<file path="src/rtl/lab2_proc_imul_arbiter_pkg.sv">
// Shared types and widths for the multiplier arbiter slice.
// No logic; imported by the grant scan and the arbiter top.
// Request is {a, b}, response is the low 32 bits of the product.
package lab2_proc_imul_arbiter_pkg;

  localparam int c_imul_req_nbits  = 64;
  localparam int c_imul_resp_nbits = 32;

  typedef enum logic {
    IMUL_ARB_IDLE = 1'b0,
    IMUL_ARB_BUSY = 1'b1
  } imul_arb_state_e;

endpackage

</file>
<file path="src/rtl/lab2_proc_imul_rr_grant.sv">
// Round-robin priority scan: first valid requester after 'last', wrapping.
// Latency: purely combinational, zero cycles.
// Backpressure: none here; the caller qualifies the grant with ready.
module lab2_proc_imul_rr_grant #(
  parameter int p_num_reqs  = 2,
  parameter int p_idx_nbits = 1
) (
  input  logic [p_num_reqs-1:0]  req_val,
  input  logic [p_idx_nbits-1:0] last,
  output logic [p_idx_nbits-1:0] grant_idx,
  output logic                   grant_any
);

  logic [p_idx_nbits-1:0] cand;

  // Scan last+1 .. last+p_num_reqs (mod p_num_reqs); the first hit wins.
  always_comb begin
    grant_idx = '0;
    grant_any = 1'b0;
    cand      = '0;
    for (int k = 1; k <= p_num_reqs; k++) begin
      cand = p_idx_nbits'((int'(last) + k) % p_num_reqs);
      if (!grant_any && req_val[cand]) begin
        grant_idx = cand;
        grant_any = 1'b1;
      end
    end
  end

endmodule

</file>
<file path="src/rtl/lab2_proc_imul_arbiter.sv">
// Shares one iterative multiplier among p_num_reqs val/rdy requesters, round-robin.
// Latency: zero added cycles; request and response paths are combinational muxes.
// Backpressure: one op in flight; an owner holding resp_rdy low stalls everyone.
// Optional counters stat_issues / stat_stall_cycles: LAB2_PROC_IMUL_ARBITER_STATS_EN.
module lab2_proc_imul_arbiter
  import lab2_proc_imul_arbiter_pkg::*;
#(
  parameter int p_num_reqs = 2
) (
  input  logic                                   clk,
  input  logic                                   reset,
  input  logic [p_num_reqs-1:0]                  req_val,
  output logic [p_num_reqs-1:0]                  req_rdy,
  input  logic [c_imul_req_nbits*p_num_reqs-1:0] req_msg,
  output logic [p_num_reqs-1:0]                  resp_val,
  input  logic [p_num_reqs-1:0]                  resp_rdy,
  output logic [c_imul_resp_nbits-1:0]           resp_msg,
  output logic                                   mul_req_val,
  input  logic                                   mul_req_rdy,
  output logic [c_imul_req_nbits-1:0]            mul_req_msg,
  input  logic                                   mul_resp_val,
  output logic                                   mul_resp_rdy,
  input  logic [c_imul_resp_nbits-1:0]           mul_resp_msg
`ifdef LAB2_PROC_IMUL_ARBITER_STATS_EN
  ,
  output logic [31:0]                            stat_issues,
  output logic [31:0]                            stat_stall_cycles
`endif
);

  localparam int c_idx_nbits = $clog2(p_num_reqs);

  imul_arb_state_e        state, state_next;
  logic [c_idx_nbits-1:0] last, owner, grant_idx;
  logic                   grant_any;
  logic                   issue_fire, resp_fire;

  lab2_proc_imul_rr_grant #(
    .p_num_reqs  (p_num_reqs),
    .p_idx_nbits (c_idx_nbits)
  ) u_grant (
    .req_val   (req_val),
    .last      (last),
    .grant_idx (grant_idx),
    .grant_any (grant_any)
  );

  // State, last winner and owner; the winner is recorded at issue.
  always_ff @(posedge clk) begin
    if (!reset) begin
      state <= IMUL_ARB_IDLE;
      last  <= c_idx_nbits'(p_num_reqs - 1);
      owner <= '0;
    end else begin
      state <= state_next;
      if (issue_fire) begin
        owner <= grant_idx;
        last  <= grant_idx;
      end
    end
  end

  // Next state and handshake muxing; all handshakes forced low while in reset.
  always_comb begin
    state_next   = state;
    req_rdy      = '0;
    resp_val     = '0;
    mul_req_val  = 1'b0;
    mul_req_msg  = '0;
    mul_resp_rdy = 1'b0;
    resp_msg     = mul_resp_msg;
    issue_fire   = 1'b0;
    resp_fire    = 1'b0;
    for (int i = 0; i < p_num_reqs; i++) begin
      if (grant_idx == c_idx_nbits'(i)) begin
        mul_req_msg = req_msg[i*c_imul_req_nbits +: c_imul_req_nbits];
      end
    end
    case (state)
      IMUL_ARB_IDLE: begin
        mul_req_val        = grant_any;
        req_rdy[grant_idx] = grant_any & mul_req_rdy;
        issue_fire         = grant_any & mul_req_rdy;
        if (issue_fire) state_next = IMUL_ARB_BUSY;
      end
      IMUL_ARB_BUSY: begin
        resp_val[owner] = mul_resp_val;
        mul_resp_rdy    = resp_rdy[owner];
        resp_fire       = mul_resp_val & resp_rdy[owner];
        if (resp_fire) state_next = IMUL_ARB_IDLE;
      end
      default: state_next = IMUL_ARB_IDLE;
    endcase
    if (!reset) begin
      req_rdy      = '0;
      resp_val     = '0;
      mul_req_val  = 1'b0;
      mul_resp_rdy = 1'b0;
      issue_fire   = 1'b0;
    end
  end

`ifdef LAB2_PROC_IMUL_ARBITER_STATS_EN
  // Issue count and cycles in which some requester is valid but not ready.
  always_ff @(posedge clk) begin
    if (!reset) begin
      stat_issues       <= '0;
      stat_stall_cycles <= '0;
    end else begin
      if (issue_fire) stat_issues <= stat_issues + 32'd1;
      if (|(req_val & ~req_rdy)) stat_stall_cycles <= stat_stall_cycles + 32'd1;
    end
  end
`endif

endmodule

</file>
<file path="config.mk">
export PLATFORM = sky130hd
export DESIGN_NAME = lab2_proc_imul_arbiter
export DESIGN_NICKNAME = d
export VERILOG_FILES = /design/src/rtl/lab2_proc_imul_arbiter_pkg.sv /design/src/rtl/lab2_proc_imul_rr_grant.sv /design/src/rtl/lab2_proc_imul_arbiter.sv
export SDC_FILE = /design/constraint.sdc
export NUM_CORES = 1
export LEC_CHECK = 0
export CORE_AREA = 2 2 104 106
export CTS_CLUSTER_DIAMETER = 30
export DETAILED_ROUTE_END_ITERATION = 8
export DIE_AREA = 0 0 106 108
export PLACE_DENSITY = 0.68
export SYNTH_ARGS = -nofsm -noshare
export SYNTH_HDL_FRONTEND = slang
export SYNTH_SLANG_ARGS = --single-unit
export TNS_END_PERCENT = 10
</file>
<file path="constraint.sdc">
create_clock -name clk -period 1.1 [get_ports clk]
set_input_delay 0.11 -clock clk [delete_from_list [all_inputs] [get_ports clk]]
set_output_delay 0.11 -clock clk [all_outputs]
set_load 0.005 [all_outputs]
</file>
Word level (Yosys, flattened, before mapping)
Index checks and enable logic that the tools add are counted.
{ "op_classes": {"addsub": 2, "bitwise_logic": 5, "n_reduce_logical": 4, "n_lt_le_gt_ge": 6, "n_mux": 28} }
{ "op_table": {"columns": ["operator", "n"], "rows": [
  ["2-to-1 mux 64 bit", 1],
  ["2-to-1 mux 1 bit", 20],
  ["< comparator 1 x 2 -> 1 bit, second input constant", 4],
  ["2-to-1 mux 2 bit", 4],
  ["AND 2 bit", 2],
  ["logical AND 1 bit", 3],
  ["adder 1 bit, second input constant", 2],
  ["AND 1 bit", 2],
  ["demux 1 bit (select 1 bit)", 2],
  [">= comparator 1 bit, second input constant", 2],
  ["case mux 1 bit (2 select lines)", 1],
  ["logical NOT 1 bit", 1],
  ["NOT 1 bit", 1]
]} }
{ "totals": {"elab_cells": 48, "input_bits": 168, "regBits": 3, "out_inout_bits": 102} }

Longest topological paths before layout
Gate-level depths: netlist (run 1).
{ "depth": {"ltp_word": 14, "depth_mapped": 4, "mapped_depth_nobuf": 2} }

Cells and area by module
From an unflattened synthesis (run 1), not the netlist that was laid out.
{ "hier_totals": {"cells_unflattened": 130, "hier_area_um2": 1288.7} }
{ "by_module_without_submodules": {"columns": ["module", "area_each_um2", "cells_each", "n_inst", "seq_area_each_um2"], "rows": [
  ["lab2_proc_imul_arbiter", 1275.0, 128, 1, 60.1],
  ["lab2_proc_imul_rr_grant", 13.8, 2, 1, 0.0]
]} }

Worst setup path after synthesis (run 1)
OpenSTA, ideal clock, no wires.
{ "synth_timing": {"path_kind": "reg-to-output", "from": "register last", "to": "output port mul_req_msg[10]", "slack_ns": -0.123, "path_stages_with_launch": 5, "n_path_buf": 2, "arrival_ns": 1.113, "path_cell_list": "dfxtp_1 > a21boi_2 > buf_6 > buf_8 > mux2_1"} }
{ "synth_via": {"elab_chain_cells": 8, "word_cells_on_any_way": 12, "classes_between": "add/sub (2); mux (8); reduce/logical (2)"} }
{ "synth_lines": {"columns": ["item", "line", "rtl"], "rows": [
  ["start, declared", "lab2_proc_imul_arbiter.sv:34", "logic [c_idx_nbits-1:0] last, owner, grant_idx;"],
  ["start signal, assigned", "lab2_proc_imul_arbiter.sv:52", "last <= c_idx_nbits'(p_num_reqs - 1);"],
  ["start signal, assigned", "lab2_proc_imul_arbiter.sv:58", "last <= grant_idx;"],
  ["adder 1 bit", "lab2_proc_imul_rr_grant.sv:22", "cand = p_idx_nbits'((int'(last) + k) % p_num_reqs);"],
  ["2-to-1 mux 1 bit (implied by the code) (2 in series)", "lab2_proc_imul_rr_grant.sv:23", "if (!grant_any && req_val[cand]) begin"],
  ["2-to-1 mux 1 bit", "lab2_proc_imul_rr_grant.sv:23", null],
  ["logical NOT 1 bit", "lab2_proc_imul_rr_grant.sv:23", null],
  ["logical AND 1 bit", "lab2_proc_imul_rr_grant.sv:23", null],
  ["2-to-1 mux 1 bit *", "lab2_proc_imul_rr_grant.sv:23", null],
  ["2-to-1 mux 64 bit *", "lab2_proc_imul_arbiter.sv:75", "if (grant_idx == c_idx_nbits'(i)) begin"],
  ["end, declared", "lab2_proc_imul_arbiter.sv:20", "output logic [c_imul_req_nbits-1:0] mul_req_msg,"]
]} }
Mark *: on every way between the ends. The rest lies on a longest branch, timed or not. The select of a mux whose other input is x is not followed.

Final worst setup path (run 1)
{ "layout_timing": {"from": "register last", "to": "output port mul_req_msg[31]"} }
Same word-level chain as after synthesis.

==> metrics, run 1 <==
status=finished with violations; violations in the final reports=setup timing; CTS max path bufs=2; fmax=564 MHz; vias in the first global route=1821; Tcrit/Tclk final=161%; Critical Path RT=990 ps; Critical Path AT=1660 ps; worst reg2reg endpoint=owner; vias per cell=3.88; Yosys cell types=22; Final Hold Fails=0; Register-to-Register Path Depth=6; P_leak=0.00169 uW; Post-Syn Area=0.00129 mm2; placed inst area=0.00328 mm2; Overall Power=2020 uW; CTS clk-pin slew, worst paths=30 ps; yosys warns=0; area grow syn2layout=185%; IO Pins=270; Worst Hold Class=input pin to primary output; ANT cells=0; CTS tree=done; Crit Path Category=flop to primary output; Hold Path End=resp_msg[1]; Synthesized Nets=297; total congestion overflow=0; initial core utilization=12.6%; layout net count=503; final slew viol count=0; Rel. slew slack=87.8%; CP Launch Type=flop; placed wire-length estimate=5000 um; port bufs=205; syn avg cell area=9.97 um2; RSZ-0062 raised after global routing=yes; root buffer cell=clkbuf_8; # rows=37; maximum clock skew at final layout=0.297 ps; die area=0.0114 mm2; sequential area share after synthesis=4.67%; Reg2Reg Setup Slack=-90 ps; post-route ant nets=0; PwrDens=552 mW/mm2; CP endpoint kind=primary output; drt drc=0; VDD IR max=0.000731 V; Critical Path Source=last; DR WL/cell=15.7 um; Overall Global Routing Usage=10.0%; origin of the critical flop-to-flop path=last; clk sinks=3; Max FO, Critical Path=5; GPL Wtd Cong=0.741; layout cell share with drive strength beyond 1=52.4%; Finished Cell Area=0.00366 mm2; first-pass GRT wire length=9240 um; final wirelength=7390 um; max-cap violations=0; H-tree levels=1; cts bufs inserted=3; endpoints failing setup=69; Seq cells post-synth=3; core area=0.0102 mm2; Tmin final=1770 ps; DRT Pass-1 Iters=4; chip height=108 um; worst slew pin tran=178 ps; Die W=106 um; pre-CTS setup slack=-986 ps; clk_lat worst skew=220 ps; Cells after DPL=440; Post-Synthesis Cells=129; antenna violations before repair=0; Vias=1823; Final Non-Filler Cells=470; Hold Startpoint=mul_resp_msg[1]; drt first-iter violations=43; Worst Hold Depth=0; setup ws final=-672 ps; largest net degree at the start of global routing=26; setup TNS=-37260 ps
sequential cells by signal, indices dropped and copies added, names as in the netlist:
| register | count |
|---|---|
| last | 1 |
| owner | 1 |
| state | 1 |
cell type report:
type	count	area [um2]
Sequential cell	3	66.3
Multi-Input combinational cell	85	1110
Inverter	2	7.51
Timing Repair Buffer	240	2260
Tap cell	136	170
Fill cell	1051	6570
Clock buffer	4	45.0
critical path, cell delays in order, from the launching register on:
cell,delay [ps]
dfxtp_4,350
a21boi_4,190
buf_6,130
buf_6,90
buf_6,110
clkbuf_16,150
mux2_4,300
buf_6,120
cells by family (layout without fill, tap and decap cells):
group                  after synthesis  in the layout  synth area share [%]
and+or+nand+nor                     14             14                  6.42
buffers and inverters               41            246                  26.0
AOI/OAI and AO/OA                    6              6                  3.79
muxes                               65             65                  59.1
DFF                                  3              3                  4.67
worst max path at each step:
stage                      end  slack (ps)  cells after the start
2_1_floorplan  mul_req_msg[10]        -120                      4
3_3_place_gp    mul_req_msg[4]        -960                      5
3_5_place_dp   mul_req_msg[47]        -990                      5
4_1_cts        mul_req_msg[26]        -940                      5
5_1_grt        mul_req_msg[31]        -720                      7
6_report       mul_req_msg[31]        -670                      7
cell usage after synthesis:
master | count | area share [%]
mux2_4 | 8 | 9.3
buf_4 | 34 | 20
nand2_1 | 3 | 0.88
dfxtp_1 | 3 | 4.7
a21oi_1 | 1 | 0.39
and3b_1 | 2 | 1.4
buf_8 | 4 | 4.7
mux2i_1 | 1 | 0.78
buf_6 | 1 | 0.88
o211ai_1 | 2 | 1.2
a21boi_2 | 1 | 0.88
and2_1 | 1 | 0.49
nand4bb_1 | 1 | 0.88
mux2_1 | 34 | 30
nor3b_1 | 1 | 0.58
nand3_1 | 1 | 0.39
a2bb2oi_1 | 1 | 0.68
inv_1 | 2 | 0.58
nor2_1 | 4 | 1.2
nand4b_1 | 1 | 0.68
o2bb2ai_1 | 1 | 0.68
mux2_2 | 22 | 19
where the power goes:
group          internal, uW  switching [uW]  total (uW)
clock                   247            76.2         324
sequential              120            11.7         131
combinational          1120             444        1560
total                  1490             532        2020
routing by layer:
metal	track usage (%)	part of all wire, %	vias up	wire, um
met2	18.7	49	138	3640
li1	-	-	841	-
met1	11.4	40	842	2990
met4	0.846	0.16	0	12
met5	0	0	-	0
met3	3.74	10	2	752
cell usage in the layout, fill, tap and decap left out, drive strengths merged:
master and n:
a21boi 1, a21oi 1, a2bb2oi 1, and2 1, and3b 2, buf 41
clkbuf 65, clkdlybuf4s15 3, clkdlybuf4s50 131, dfxtp 3, dlygate4sd2 4, inv 2
mux2 64, mux2i 1, nand2 3, nand3 1, nand4b 1, nand4bb 1
nor2 4, nor3b 1, o211ai 2, o2bb2ai 1
metrics by stage:
| stage | utilization, % | hold WS (ps) |
|---|---|---|
| floorplan | - | 199 |
| global placement | 32.1 | 220 |
| detailed placement | 32.1 | 220 |
| CTS | 33.4 | 220 |
| global route | 35.8 | 220 |
| finish | 35.8 | 220 |
repair_timing:
| action | CTS | global route |
|---|---|---|
| hold endpoints to repair | 0 | 0 |
| hold buffers | 0 | 0 |
| resized for setup | 81 | 195 |
| setup endpoints to repair | 70 | 71 |
| pin swaps | 1 | 1 |
| buffers inserted | 2 | 16 |
| cloned | 3 | 6 |
Power figures use the tool's default switching activity.
==> inputs of run 2 (changes only) <==
--- a/config.mk
+++ b/config.mk
@@ -10,6 +10,7 @@
 export DETAILED_ROUTE_END_ITERATION = 8
 export DIE_AREA = 0 0 106 108
 export PLACE_DENSITY = 0.68
+export SLEW_MARGIN = 15
 export SYNTH_ARGS = -nofsm -noshare
 export SYNTH_HDL_FRONTEND = slang
 export SYNTH_SLANG_ARGS = --single-unit
==> results of run 2 <==
The final DEF is identical to that of run 1; final timing and power are the same.
==> inputs of run 3 (changes only) <==
--- a/config.mk
+++ b/config.mk
@@ -10,7 +10,6 @@
 export DETAILED_ROUTE_END_ITERATION = 8
 export DIE_AREA = 0 0 106 108
 export PLACE_DENSITY = 0.68
-export SLEW_MARGIN = 15
 export SYNTH_ARGS = -nofsm -noshare
 export SYNTH_HDL_FRONTEND = slang
 export SYNTH_SLANG_ARGS = --single-unit
==> results of run 3 <==
The final DEF is identical to that of run 1; final timing and power are the same.
